$ cat src/rtl/servo_pkg.sv
// Scaling defaults and FSM encoding shared by the servo pulse generator and decoder,
// so both ends agree on offset/step scaling.
package servo_pkg;

  localparam int unsigned SERVO_OFFSET    = 10000;
  localparam int unsigned SERVO_STEP      = 40;
  localparam int unsigned SERVO_MIN_WIDTH = 5000;
  localparam int unsigned SERVO_MAX_WIDTH = 25000;
  localparam int unsigned SERVO_TIMEOUT   = 250000;

  typedef enum logic [1:0] {
    WAIT_LOW  = 2'd0,
    WAIT_RISE = 2'd1,
    MEASURE   = 2'd2
  } servo_dec_state_e;

endpackage

$ cat src/rtl/servo_in_sync.sv
// Two-flop synchronizer for the servo input, plus a history flop for edge detection.
// Resets to 1 so that a line already high at reset release is not taken as a rising edge.
module servo_in_sync (
  input  logic clk,
  input  logic rst_n,
  input  logic async_in,
  output logic level,
  output logic rise_c,
  output logic fall_c
);

  logic s1_q, s2_q, s3_q;
  logic s1_d, s2_d, s3_d;

  always_comb begin
    s1_d = async_in;
    s2_d = s1_q;
    s3_d = s2_q;
  end

  always_ff @(posedge clk or negedge rst_n) begin
    if (!rst_n) begin
      s1_q <= 1'b1;
      s2_q <= 1'b1;
      s3_q <= 1'b1;
    end else begin
      s1_q <= s1_d;
      s2_q <= s2_d;
      s3_q <= s3_d;
    end
  end

  assign level  = s2_q;
  assign rise_c = s2_q & ~s3_q;
  assign fall_c = ~s2_q & s3_q;

endmodule

$ cat src/rtl/servo_pulse_decoder.sv
// Measures the high time of an RC-servo pulse and converts it to an 8-bit position code
// without a divider. It also flags out-of-range pulses and loss of signal.
module servo_pulse_decoder
  import servo_pkg::*;
#(
  parameter int unsigned OFFSET    = SERVO_OFFSET,
  parameter int unsigned STEP      = SERVO_STEP,
  parameter int unsigned MIN_WIDTH = SERVO_MIN_WIDTH,
  parameter int unsigned MAX_WIDTH = SERVO_MAX_WIDTH,
  parameter int unsigned TIMEOUT   = SERVO_TIMEOUT
) (
  input  logic       clk,
  input  logic       rst_n,
  input  logic       ena,
  input  logic       pwm_in,
  output logic [7:0] pos_out,
  output logic       pos_valid,
  output logic       sample_stb,
  output logic       err_stb,
  output logic       timeout
);

  localparam int unsigned WIDTH_W = $clog2(MAX_WIDTH + 2);
  localparam int unsigned TO_W    = $clog2(TIMEOUT + 1);
  localparam int unsigned STEP_W  = $clog2(STEP);

  localparam logic [WIDTH_W-1:0] OFFSET_C    = WIDTH_W'(OFFSET);
  localparam logic [WIDTH_W-1:0] MIN_C       = WIDTH_W'(MIN_WIDTH);
  localparam logic [WIDTH_W-1:0] MAX_C       = WIDTH_W'(MAX_WIDTH);
  localparam logic [TO_W-1:0]    TIMEOUT_C   = TO_W'(TIMEOUT);
  localparam logic [STEP_W-1:0]  STEP_LAST_C = STEP_W'(STEP - 1);

  logic level, rise_c, fall_c;

  servo_in_sync u_sync (
    .clk      (clk),
    .rst_n    (rst_n),
    .async_in (pwm_in),
    .level    (level),
    .rise_c   (rise_c),
    .fall_c   (fall_c)
  );

  servo_dec_state_e   state_q, state_d;
  logic [WIDTH_W-1:0] width_cnt_q, width_cnt_d;
  logic [STEP_W-1:0]  step_cnt_q, step_cnt_d;
  logic [7:0]         pos_acc_q, pos_acc_d;
  logic [TO_W-1:0]    to_cnt_q, to_cnt_d;
  logic [7:0]         pos_out_q, pos_out_d;
  logic               pos_valid_q, pos_valid_d;
  logic               sample_stb_q, sample_stb_d;
  logic               err_stb_q, err_stb_d;
  logic               timeout_q, timeout_d;

  always_ff @(posedge clk or negedge rst_n) begin
    if (!rst_n) begin
      state_q      <= WAIT_LOW;
      width_cnt_q  <= '0;
      step_cnt_q   <= '0;
      pos_acc_q    <= '0;
      to_cnt_q     <= '0;
      pos_out_q    <= '0;
      pos_valid_q  <= 1'b0;
      sample_stb_q <= 1'b0;
      err_stb_q    <= 1'b0;
      timeout_q    <= 1'b0;
    end else begin
      state_q      <= state_d;
      width_cnt_q  <= width_cnt_d;
      step_cnt_q   <= step_cnt_d;
      pos_acc_q    <= pos_acc_d;
      to_cnt_q     <= to_cnt_d;
      pos_out_q    <= pos_out_d;
      pos_valid_q  <= pos_valid_d;
      sample_stb_q <= sample_stb_d;
      err_stb_q    <= err_stb_d;
      timeout_q    <= timeout_d;
    end
  end

  always_comb begin
    state_d      = state_q;
    width_cnt_d  = width_cnt_q;
    step_cnt_d   = step_cnt_q;
    pos_acc_d    = pos_acc_q;
    to_cnt_d     = to_cnt_q;
    pos_out_d    = pos_out_q;
    pos_valid_d  = pos_valid_q;
    timeout_d    = timeout_q;
    sample_stb_d = 1'b0;
    err_stb_d    = 1'b0;

    if (!ena) begin
      state_d     = WAIT_LOW;
      width_cnt_d = '0;
      step_cnt_d  = '0;
      pos_acc_d   = '0;
      to_cnt_d    = '0;
    end else begin
      if (rise_c) begin
        to_cnt_d = '0;
      end else if (to_cnt_q != TIMEOUT_C) begin
        to_cnt_d = to_cnt_q + TO_W'(1);
      end
      if (to_cnt_q == TIMEOUT_C) begin
        timeout_d   = 1'b1;
        pos_valid_d = 1'b0;
      end

      case (state_q)
        WAIT_LOW: begin
          if (!level) state_d = WAIT_RISE;
        end
        WAIT_RISE: begin
          if (rise_c) begin
            state_d     = MEASURE;
            width_cnt_d = WIDTH_W'(1);
            step_cnt_d  = '0;
            pos_acc_d   = '0;
          end
        end
        MEASURE: begin
          if (fall_c) begin
            state_d = WAIT_RISE;
            if (width_cnt_q >= MIN_C && width_cnt_q <= MAX_C) begin
              pos_out_d    = pos_acc_q;
              pos_valid_d  = 1'b1;
              timeout_d    = 1'b0;
              sample_stb_d = 1'b1;
            end else begin
              err_stb_d = 1'b1;
            end
          end else if (width_cnt_q == MAX_C) begin
            // Stuck-high or over-long pulse: reject now rather than wait for a fall.
            state_d     = WAIT_LOW;
            width_cnt_d = MAX_C + WIDTH_W'(1);
            err_stb_d   = 1'b1;
          end else begin
            width_cnt_d = width_cnt_q + WIDTH_W'(1);
            // Each high cycle past OFFSET is one step tick; STEP ticks add one position LSB.
            if (width_cnt_q >= OFFSET_C) begin
              if (step_cnt_q == STEP_LAST_C) begin
                step_cnt_d = '0;
                if (pos_acc_q != 8'hFF) pos_acc_d = pos_acc_q + 8'd1;
              end else begin
                step_cnt_d = step_cnt_q + STEP_W'(1);
              end
            end
          end
        end
        default: state_d = WAIT_LOW;
      endcase
    end
  end

  assign pos_out    = pos_out_q;
  assign pos_valid  = pos_valid_q;
  assign sample_stb = sample_stb_q;
  assign err_stb    = err_stb_q;
  assign timeout    = timeout_q;

endmodule

$ cat config.mk
export PLATFORM = sky130hd
export DESIGN_NAME = servo_pulse_decoder
export DESIGN_NICKNAME = d
export VERILOG_FILES = /design/src/rtl/servo_pkg.sv /design/src/rtl/servo_in_sync.sv /design/src/rtl/servo_pulse_decoder.sv
export SDC_FILE = /design/constraint.sdc
export NUM_CORES = 1
export LEC_CHECK = 0
export ABC_AREA = 1
export BUFFER_PORTS_ARGS = -buffer_cell sky130_fd_sc_hd__buf_2
export CAP_MARGIN = 20
export CORE_AREA = 8 8 77 112
export DETAILED_ROUTE_END_ITERATION = 8
export DIE_AREA = 0 0 85 120
export PLACE_DENSITY = 0.75
export SLEW_MARGIN = 5
export SYNTH_ARGS = -nofsm -noshare
export SYNTH_HDL_FRONTEND = slang
export SYNTH_HIERARCHICAL = 1
export SYNTH_SLANG_ARGS = --single-unit
$ cat constraint.sdc
create_clock -name clk -period 1.9 [get_ports clk]
set_clock_uncertainty 0.05 [all_clocks]
set_input_delay 0.095 -clock clk [delete_from_list [all_inputs] [get_ports clk]]
set_output_delay 0.095 -clock clk [all_outputs]
set_load 0.02 [all_outputs]
# --- Word-level counts from Yosys, hierarchy flattened ---
# Index checks and enable logic that the tools add are counted.
classes:
  add_sub_neg: 4
  n_lt_le_gt_ge: 3
  eq_ne: 17
  mux: 46
  bitwise: 4
  reduce_logical: 7
ops:
  columns: ["cell", "n"]
  rows:
  - ["two-way mux 15 bit", 4]
  - ["two-way mux 8 bit", 7]
  - ["two-way mux 18 bit", 3]
  - ["two-way mux 6 bit", 6]
  - ["one-hot mux 15 bit (2 select lines)", 1]
  - ["!= test 3 bit, second input constant", 7]
  - ["adder 18 x 1 -> 18 bit, second input constant", 1]
  - ["equality test 18 bit, second input constant", 1]
  - ["!= test 18 bit, second input constant", 1]
  - ["two-way mux 1 bit", 17]
  - ["one-hot mux 8 bit (2 select lines)", 1]
  - ["adder 15 x 1 -> 15 bit, second input constant", 1]
  - ["equality test 15 bit, second input constant", 1]
  - [">= comparator 15 x 13 -> 1 bit, second input constant", 1]
  - [">= comparator 15 x 14 -> 1 bit, second input constant", 1]
  - ["<= comparator 15 bit, second input constant", 1]
  - ["one-hot mux 6 bit (2 select lines)", 1]
  - ["two-way mux 2 bit", 5]
  - ["adder 8 x 1 -> 8 bit, second input constant", 1]
  - ["!= test 8 bit, second input constant", 1]
  - ["AND reduction 7 bit", 1]
  - ["adder 6 x 1 -> 6 bit, second input constant", 1]
  - ["equality test 6 bit, second input constant", 1]
  - ["!= test 3 x 1 -> 1 bit, second input constant", 2]
  - ["other kinds (11)", 14]
totals:
  regBits: 64
  input_bits: 4
  out_inout_bits: 12
  wordCells: 94

# --- Longest topological paths before layout ---
# Gate-level depths: netlist of the first run.
logic_depth:
  word_depth: 8
  depth_mapped: 12

# --- Modules after synthesis ---
# The synthesis of the first run kept the hierarchy.
modules_own_cells:
  columns: ["mod", "n_inst", "cells_per_inst", "area_per_inst_um2", "seq_area_each_um2"]
  rows:
  - ["servo_pulse_decoder", 1, 502, 3711.1, 1526.5]
  - ["servo_in_sync", 1, 7, 93.8, 78.8]

# --- Worst setup path before layout of the first run ---
# Ideal clock, no wire load.
synth_path:
  path_kind: "reg2reg"
  start: "reg u_sync.s2_q, in the netlist u_sync/level"
  end: "reg pos_acc_q[3]"
  setup_ps: 65
  arrival_time_ps: 1668
  slack_ps: 117
  path_stages_with_launch: 12
  n_path_buf: 1
  synth_period_minus_slack_ps: 1783
  path_cell_list: "dfstp_2 inv_1 nor2_1 nor2_8 inv_4 nor2_4 nor2_8 nand3_2 nand2_2 buf_6 nand3_1 nand2_1"
synth_via:
  word_cells_on_any_way: 6
synth_rtl:
  columns: ["item", "line", "source"]
  rows:
  - ["start, declared", "servo_in_sync.sv:12", "logic s1_q, s2_q, s3_q;"]
  - ["start signal, assigned", "servo_in_sync.sv:24", "s2_q <= 1'b1;"]
  - ["start signal, assigned", "servo_in_sync.sv:28", "s2_q <= s2_d;"]
  - ["AND 1 bit", "servo_in_sync.sv:34", "assign rise_c = s2_q & ~s3_q;"]
  - ["named net rise_c", "servo_pulse_decoder.sv:33", "logic level, rise_c, fall_c;"]
  - ["!= test 3 bit (no line)", null, null]
  - ["AND reduction 7 bit (no line)", null, null]
  - ["end signal, assigned", "servo_pulse_decoder.sv:71", "pos_acc_q <= pos_acc_d;"]
  - ["end, declared", "servo_pulse_decoder.sv:47", "logic [7:0] pos_acc_q, pos_acc_d;"]
# The timed path passes the listed nets, and every way through them passes these cells.
# A chain may end at the register's enable or synchronous reset.

# --- Final worst setup path of the first run ---
layout_path:
  start: "reg pos_acc_q[1]"
  end: "reg pos_acc_q[1]"
layout_via:
  elab_chain_cells: 8
  word_cells_on_any_way: 11
layout_lines:
  columns: ["item", "line", "source"]
  rows:
  - ["adder 8 x 1 -> 8 bit", "servo_pulse_decoder.sv:144", "if (pos_acc_q != 8'hFF) pos_acc_d = pos_acc_q + 8'd1;"]
  - ["two-way mux 8 bit", "servo_pulse_decoder.sv:144", null]
  - ["two-way mux 8 bit", "servo_pulse_decoder.sv:142", "if (step_cnt_q == STEP_LAST_C) begin"]
  - ["two-way mux 8 bit", "servo_pulse_decoder.sv:141", "if (width_cnt_q >= OFFSET_C) begin"]
  - ["two-way mux 8 bit", "servo_pulse_decoder.sv:133", "end else if (width_cnt_q == MAX_C) begin"]
  - ["two-way mux 8 bit", "servo_pulse_decoder.sv:123", "if (fall_c) begin"]
  - ["one-hot mux 8 bit (2 select lines)", "servo_pulse_decoder.sv:110", "case (state_q)"]
  - ["two-way mux 8 bit", "servo_pulse_decoder.sv:93", "if (!ena) begin"]
# Several ways; a longest one is shown, not always the timed one. The select of a mux whose other input is x is not followed.

==> summary.md, run 1 <==
| Metric | Value |
|---|---|
| Run status | complete, no violations |
| Setup_tns | 0 ns |
| Hold endpoint | width_cnt_q[0] |
| Pleak | 0.00213 uW |
| Arr. time, crit path | about 2 ns |
| Max Cap Viol | 0 |
| # IOs | 16 |
| Routed WL | 8590 um |
| Largest net degree at the start of global routing | 42 |
| Sequential area share after synthesis | 0.422 |
| Logic pwr share | 0.225 |
| # diodes | 0 |
| Row count | 38 |
| Layout area overhead | 14.7% |
| Total CTS buffers | 9 |
| First-pass iteration count of the detailed router | 5 |
| Final Non-Filler Cells | 635 |
| Worst-margin pin slew | 0.570 ns |
| Fin worst setup slack | 0.136 ns |
| Worst EP required | 2.14 ns |
| Clock tree from TritonCTS | built |
| WL per Instance | ~14 um |
| Post-synth net total | 519 |
| Critical Path Slowest Stage Cell | dfrtp_1 |
| Core footprint | 7080 um^2 |
| Max Slew Vio Count | 0 |
| Post-synth top area share | 0.401 |
| Worst Path Max Fanout | 9 |
| Critical path type | flip-flop to flip-flop |
| Crit path time final | 1.76 ns |
| Reg-to-Reg Start | pos_acc_q[1] |
| Final setup viols | 0 |
| Cell Chain, Critical Path | ha_1 -> nand3_1 -> nor2_1 -> nand3_1 -> o21a_1 -> nand2_4 -> nand2_1 -> nand2_1 |
| Clock share of power | 0.351 |
| Critical Path End Type | flip-flop |
| Hold Slack | 0.0837 ns |
| ANT nets after route | 0 |
| Largest area contributor in the netlist | dfrtp_1 |
| Reg2reg setup slack | 0.14 ns |
| Vias in the first global route | 3386 |
| Unrepaired setup endpoints after global routing | no |
| Via density | 5.45 |
| Top delay family on crit path | simple AND/OR/NAND/NOR gates |
| Mapped Area | 3800 um^2 |
| Placed cell count | 614 |
| Detailed Place HPWL | ~6400 um |
| Most common cell in the synthesized netlist | nand2_1 |
| Die width | 85 um |
| Hold Crit Depth | 3 |
| Die Y | 120 um |
| Vias | about 3500 |
| Worst slew margin | 0.620 |
| Share of cells above drive strength 1 | 0.186 |
| Synth top area cells | dfrtp_1, nand2_1, inv_1, nor2_1, nand3_1 |
| Tcrit/Tclk final | 0.928 |
| Internal power | 2330 uW |
| Hold_sp | ena |
| DRC viols | 0 |
| F_max | 567 MHz |
| Post-synthesis cell count | around 500 |
| Clock buffer depth | 2 |
| Clock sink count | between 60 and 70 |
| Final layout net count | 560 |
| Yosys reg bits | 64 |
| Grt ovf | 0 |
| Hold Vio Cnt, Final | 0 |
| Synth async-reset ratio | 1.00 |
| CP max stage delay | 0.42 ns |
| First-pass GRT wire length | 14800 um |
| # fillers | 616 |
| Capturing point of the worst reg2reg path | pos_acc_q[1] |
| Switching pwr | 1120 uW |
| Peak supply drop | 0.530 mV |
| EDFF count, synth | 0 |
| Most used flip-flop cell after synthesis | dfrtp_1 |
| Bufs and invs on worst path | 0 |
| GP Congestion | around 0.9 |
| Root Buffer | clkbuf_8 |
| Post-synthesis cell type count | 40 |
| Die Area | 10200 um^2 |
| Post-synth top cells | nand2_1, inv_1, nor2_1, dfrtp_1, nand3_1 |
| YS warnings | 6 |
| PortBufs | 15 |
| Initial Utilization | 0.537 |
| Hold Path Class | primary input to flip-flop |
| Syn Area/Cell | roughly 7.5 um^2 |
| Total GRT Usage | 0.178 |
| Register share of total power | 0.424 |
| Reg2Reg Depth | 8 |
| Clk slew on worst S/H paths | 0.08 ns |
| Critical Path Start Type | flip-flop |
| Clk Latency, worst-skew pair | about 0.35 ns |
| H-tree levels | 3 |
| Cell Pwr Density | 789 nW/um^2 |
| DRT iter0 DRCs | 174 |
| Pre-CTS setup slack | -0.0177 ns |
| Sw Ratio | 0.324 |
| Initial antenna violation count | 0 |
-- per-stage QoR --
stage | power (uW) | util | area, um^2
3_5_place_dp | 2210 | 0.575 | 4080
3_3_place_gp | 2190 | 0.575 | 4080
5_1_grt | 3620 | 0.616 | 4360
2_1_floorplan | 1970 | - | 3800
4_1_cts | 3440 | 0.607 | 4300
6_report | 3440 | 0.616 | 4360
-- worst max path at each step --
stage / startpoint / endpoint / slack [ns] / cells past startpoint
2_1_floorplan: u_sync/level / pos_acc_q[3] / 0.12 / 11
3_3_place_gp: u_sync/level / width_cnt_q[12] / 0.05 / 11
3_5_place_dp: u_sync/level / pos_acc_q[5] / -0.02 / 11
4_1_cts: width_cnt_q[1] / pos_out[5] / 0.02 / 11
5_1_grt: step_cnt_q[0] / pos_acc_q[4] / 0.002 / 9
6_report: pos_acc_q[1] / pos_acc_q[1] / 0.14 / 8
-- area by class of cell --
class | count | area [um^2] | share of cell area
Tap cell | 80 | 100 | 0.0229
Timing Repair Buffer | 37 | 258 | 0.0591
Clock inverter | 6 | 66.3 | 0.0152
Inverter | 72 | 275 | 0.0631
Clock buffer | 10 | 138 | 0.0315
Multi-Input combinational cell | 366 | 1920 | 0.440
Sequential cell | 64 | 1610 | 0.368
-- state kept, by name, summed over array words and instances (netlist names) --
register,cells
pos_valid,1
width_cnt_q,15
u_sync/level,1
step_cnt_q,6
pos_out,8
err_stb,1
u_sync/s1_q,1
u_sync/s3_q,1
timeout,1
to_cnt_q,18
state_q,2
sample_stb,1
pos_acc_q,8
-- kinds of logic (layout without fill, tap and decap cells) --
family / count (synthesis) / after routing / share of synthesized area
AND/OR/NAND/NOR: 308 / 309 / 0.386
buffers and inverters: 80 / 125 / 0.0862
flip-flops: 64 / 64 / 0.422
XOR/XNOR: 11 / 11 / 0.0253
AO/OA/AOI/OAI: 40 / 40 / 0.0612
adder cells (fa/ha/maj): 6 / 6 / 0.0197
-- layout by cell type (no fill, tap or decap), types with 8 or more instances in the layout --
| cell type | count |
|---|---|
| buf_4 | 19 |
| nor4_1 | 8 |
| o21ai_0 | 16 |
| nand4_1 | 17 |
| nand2_1 | 126 |
| nand2_2 | 18 |
| buf_2 | 15 |
| clkbuf_8 | 10 |
| a21oi_1 | 11 |
| nor2_1 | 63 |
| inv_1 | 64 |
| nand3_1 | 38 |
| xor2_1 | 10 |
| nor3_1 | 11 |
| dfrtp_1 | 61 |
-- power by group through the flow --
stage / Combinational [uW] / Clock (uW) / Sequential [uW]
finish: 775 / 1210 / 1460
global route: 860 / 1290 / 1470
CTS: 734 / 1240 / 1460
detailed placement: 728 / 0 / 1490
global placement: 705 / 0 / 1480
floorplan: 485 / 0 / 1480
-- tightest hold or removal path, stage by stage --
cell,delay (ns)
buf_2,0.18
o21ai_0,0.09
o21ai_0,0.07
-- what timing repair did --
action,4_1_cts,5_1_grt
pin swaps,0,1
setup endpoints to repair,11,32
gates resized for setup,1,8
cloned,0,1
hold endpoints to repair,21,0
setup buffers,0,2
hold buffers,2,0
-- per-layer routing --
| metal | global-route usage | wire length, um | up-vias |
|---|---|---|---|
| li1 | - | - | 1717 |
| met1 | 0.181 | 3430 | 1624 |
| met2 | 0.327 | 4530 | 87 |
| met3 | 0.0390 | 328 | 30 |
| met4 | 0.0963 | 301 | 0 |
| met5 | 0 | 0 | - |
Power figures use the tool's default switching activity.
==> run 2: changes to the inputs <==
- ABC_AREA: 1 -> not set
- CORE_AREA: 8 8 77 112 -> 8 8 74 108
- DIE_AREA: 0 0 85 120 -> 0 0 82 116
- PLACE_DENSITY: 0.75 -> 0.73
==> summary.md, run 2 <==
| Metric | Value |
|---|---|
| Share of cells above drive strength 1 | 0.314 |
| Critical path type | flip-flop to flip-flop |
| Max Slew Vio Count | 0 |
| Cell Pwr Density | 571 nW/um^2 |
| Sw Ratio | 0.235 |
| Multi-input gate area | 1850 um^2 |
| Critical Path Slowest Stage Cell | dfrtp_1 |
| Largest net degree at the start of global routing | 65 |
| Final setup viols | 10 |
| Mapped Area | 3400 um^2 |
| Fin worst setup slack | -0.100 ns |
| Largest area contributor in the netlist | dfrtp_1 |
| Critical Path End Type | flip-flop |
| Row count | 36 |
| Crit path time final | 2.00 ns |
| Logic pwr share | 0.063 |
| Internal power | 1910 uW |
| Top delay family on crit path | compound AO/OA/AOI/OAI gates |
| Post-synth net total | between 300 and 400 |
| Synth top area cells | dfrtp_1, nor2_1, nand3_1, nand2_1, xnor2_1 |
| Setup_tns | -0.667 ns |
| Worst slew margin | 0.725 |
| Die Area | 9510 um^2 |
| Register share of total power | 0.555 |
| Clock sink count | 64 |
| Yosys reg bits | 64 |
| CP endpoint | pos_out[0] |
| Largest register FFs | 18 |
| Root Buffer | clkbuf_8 |
| Synth async-reset ratio | 1.00 |
| Detailed Place HPWL | 5530 um |
| Clock buffer depth | 2 |
| Most frequent cells in the layout | dfrtp_1, buf_4, nor2_1 |
| F_max | between 400 and 500 MHz |
| Failing checks | setup timing |
| Critical Path Start Type | flip-flop |
| Layout area overhead | 29.1% |
| Vias | 3011 |
| Post-synth top area share | 0.449 |
| Via density | 5.80 |
| Worst Path Max Fanout | 5 |
| Biggest register | to_cnt_q |
| Peak supply drop | between 0.2 and 0.3 mV |
| Commonest non-fill, non-tap cell in the layout | dfrtp_1 |
| # diodes | 0 |
| Final layout net count | approximately 450 |
| First-pass iteration count of the detailed router | 4 |
| Initial Utilization | 0.531 |
| Total GRT Usage | 0.180 |
| Unrepaired setup endpoints after global routing | yes |
| Post-synthesis cell type count | 59 |
| Die Y | 116 um |
| Reg2reg setup slack | -0.10 ns |
| # IOs | 16 |
| Reg2Reg Depth | 8 |
| Capturing point of the worst reg2reg path | pos_out[0] |
| Grt ovf | 0 |
| Arr. time, crit path | between 2 and 2.5 ns |
| Worst-margin pin slew | 0.410 ns |
| Cell Chain, Critical Path | inv_2 -> ha_4 -> and4b_4 -> a22oi_2 -> a21bo_2 -> a31oi_4 -> buf_6 -> mux2_2 |
| Tcrit/Tclk final | 1.05 |
| Initial antenna violation count | 0 |
| Core footprint | around 6400 um^2 |
| Hold Path Class | primary input to flip-flop |
| Hold Vio Cnt, Final | 0 |
| H-tree levels | 3 |
| DRT iter0 DRCs | 189 |
| Clock share of power | 0.383 |
| First-pass GRT wire length | 13400 um |
| Bufs and invs on worst path | 2 |
| Post-synth top cells | dfrtp_1, nor2_1, nand2_1, nand3_1, a21oi_1 |
| Register area | approximately 1600 um^2 |
| ANT nets after route | 0 |
| Syn Area/Cell | 9.54 um^2 |
| # fillers | 477 |
| Sequential area share after synthesis | 0.473 |
| DRC viols | 0 |
| Pre-CTS setup slack | -0.125 ns |
| Vias in the first global route | 3018 |
| Routed WL | between 8000 and 9000 um |
| Most common cell in the synthesized netlist | dfrtp_1 |
| Total stage count of the critical path | 8 |
| EDFF count, synth | 0 |
| PortBufs | 15 |
| Clk Latency, worst-skew pair | ~0.34 ns |
| Clk slew on worst S/H paths | 0.06 ns |
| Reg-to-Reg Start | width_cnt_q[1] |
| Top Registers | to_cnt_q (18), width_cnt_q (15) |
| Max Cap Viol | 0 |
| Post-synthesis cell count | 356 |
| Total CTS buffers | 9 |
| Worst EP required | between 2 and 2.5 ns |
| Switching pwr | 587 uW |
| Die width | 82 um |
| Run status | complete, but fails checks |
| Most used flip-flop cell after synthesis | dfrtp_1 |
| Post-layout util | 0.685 |
| Critical path origin | width_cnt_q[1] |
| WL per Instance | 16.1 um |
| YS warnings | 6 |
| CP max stage delay | 0.40 ns |
| Clock tree from TritonCTS | built |
| Pleak | 0.00198 uW |
| GP Congestion | 0.908 |
[run 2: final cells by class]
| cell class | count | area share |
|---|---|---|
| multi-input combinational | 269 | 0.421 |
| sequential | 64 | 0.366 |
| timing repair buffer | 84 | 0.148 |
| clock buffer | 15 | 0.0334 |
| tap | 76 | 0.0217 |
| inverter | 10 | 0.00856 |
| clock inverter | 1 | 0.00114 |
[run 2: per-stage QoR]
stage	hold slack [ns]	std cells	area [um^2]	power, uW
final	0.0670	519	4380	2500
after global routing	0.0734	519	4380	2620
after CTS	0.0408	506	4150	2520
after detailed placement	0.0842	483	3880	1550
after global placement	0.0820	483	3880	1550
after floorplan	-0.251	356	3400	1480
[run 2: logic make-up after synthesis]
family | count (synthesis) | synth area share
multiplexers | 10 | 0.0324
flip-flops | 64 | 0.473
adder cells (fa/ha/maj) | 6 | 0.0221
buffers and inverters | 24 | 0.0335
AO/OA/AOI/OAI | 72 | 0.142
AND/OR/NAND/NOR | 158 | 0.241
XOR/XNOR | 22 | 0.0567
[run 2: timing repair]
action / CTS / global route
pin swaps: 2 / 18
cloned: 1 / 1
hold buffers: 2 / 0
endpoints found under the setup margin: 16 / 27
gates resized for setup: 17 / 33
endpoints found under the hold margin: 65 / 0
setup buffers: 4 / 14
[run 2: worst min-delay path by stage]
stage,start,endpoint,slack [ns],depth (start not counted)
3_3_place_gp,rst_n,to_cnt_q[11],0.08,2
3_5_place_dp,rst_n,to_cnt_q[11],0.08,2
6_report,ena,state_q[0],0.07,2
5_1_grt,ena,state_q[1],0.07,2
2_1_floorplan,rst_n,err_stb,-0.25,0
4_1_cts,ena,state_q[1],0.04,2
[run 2: worst register-to-register path, delay by kind of cell (launching register included)]
family                   cells  cell delay, ns
AO/OA/AOI/OAI                3            0.51
flip-flops                   1            0.40
multiplexers                 1            0.33
buffers and inverters        2            0.24
AND/OR/NAND/NOR              1            0.24
adder cells (fa/ha/maj)      1            0.12
[run 2: power groups by stage]
stage	combinational (uW)	sequential, uW	clock [uW]
finish	157	1390	957
global route	177	1390	1060
floorplan	63.8	1410	0
CTS	146	1390	991
detailed placement	141	1410	0
global placement	138	1410	0
[run 2: metal layers]
layer  routed length [um]  track usage  up-vias  share of wire
met1                 3400        0.198     1474           0.41
met3                  305       0.0326       19          0.037
met4                  242        0.111        0          0.029
met5                    0            0        -              0
met2                 4400        0.309       67           0.53
li1                     -            -     1451              -
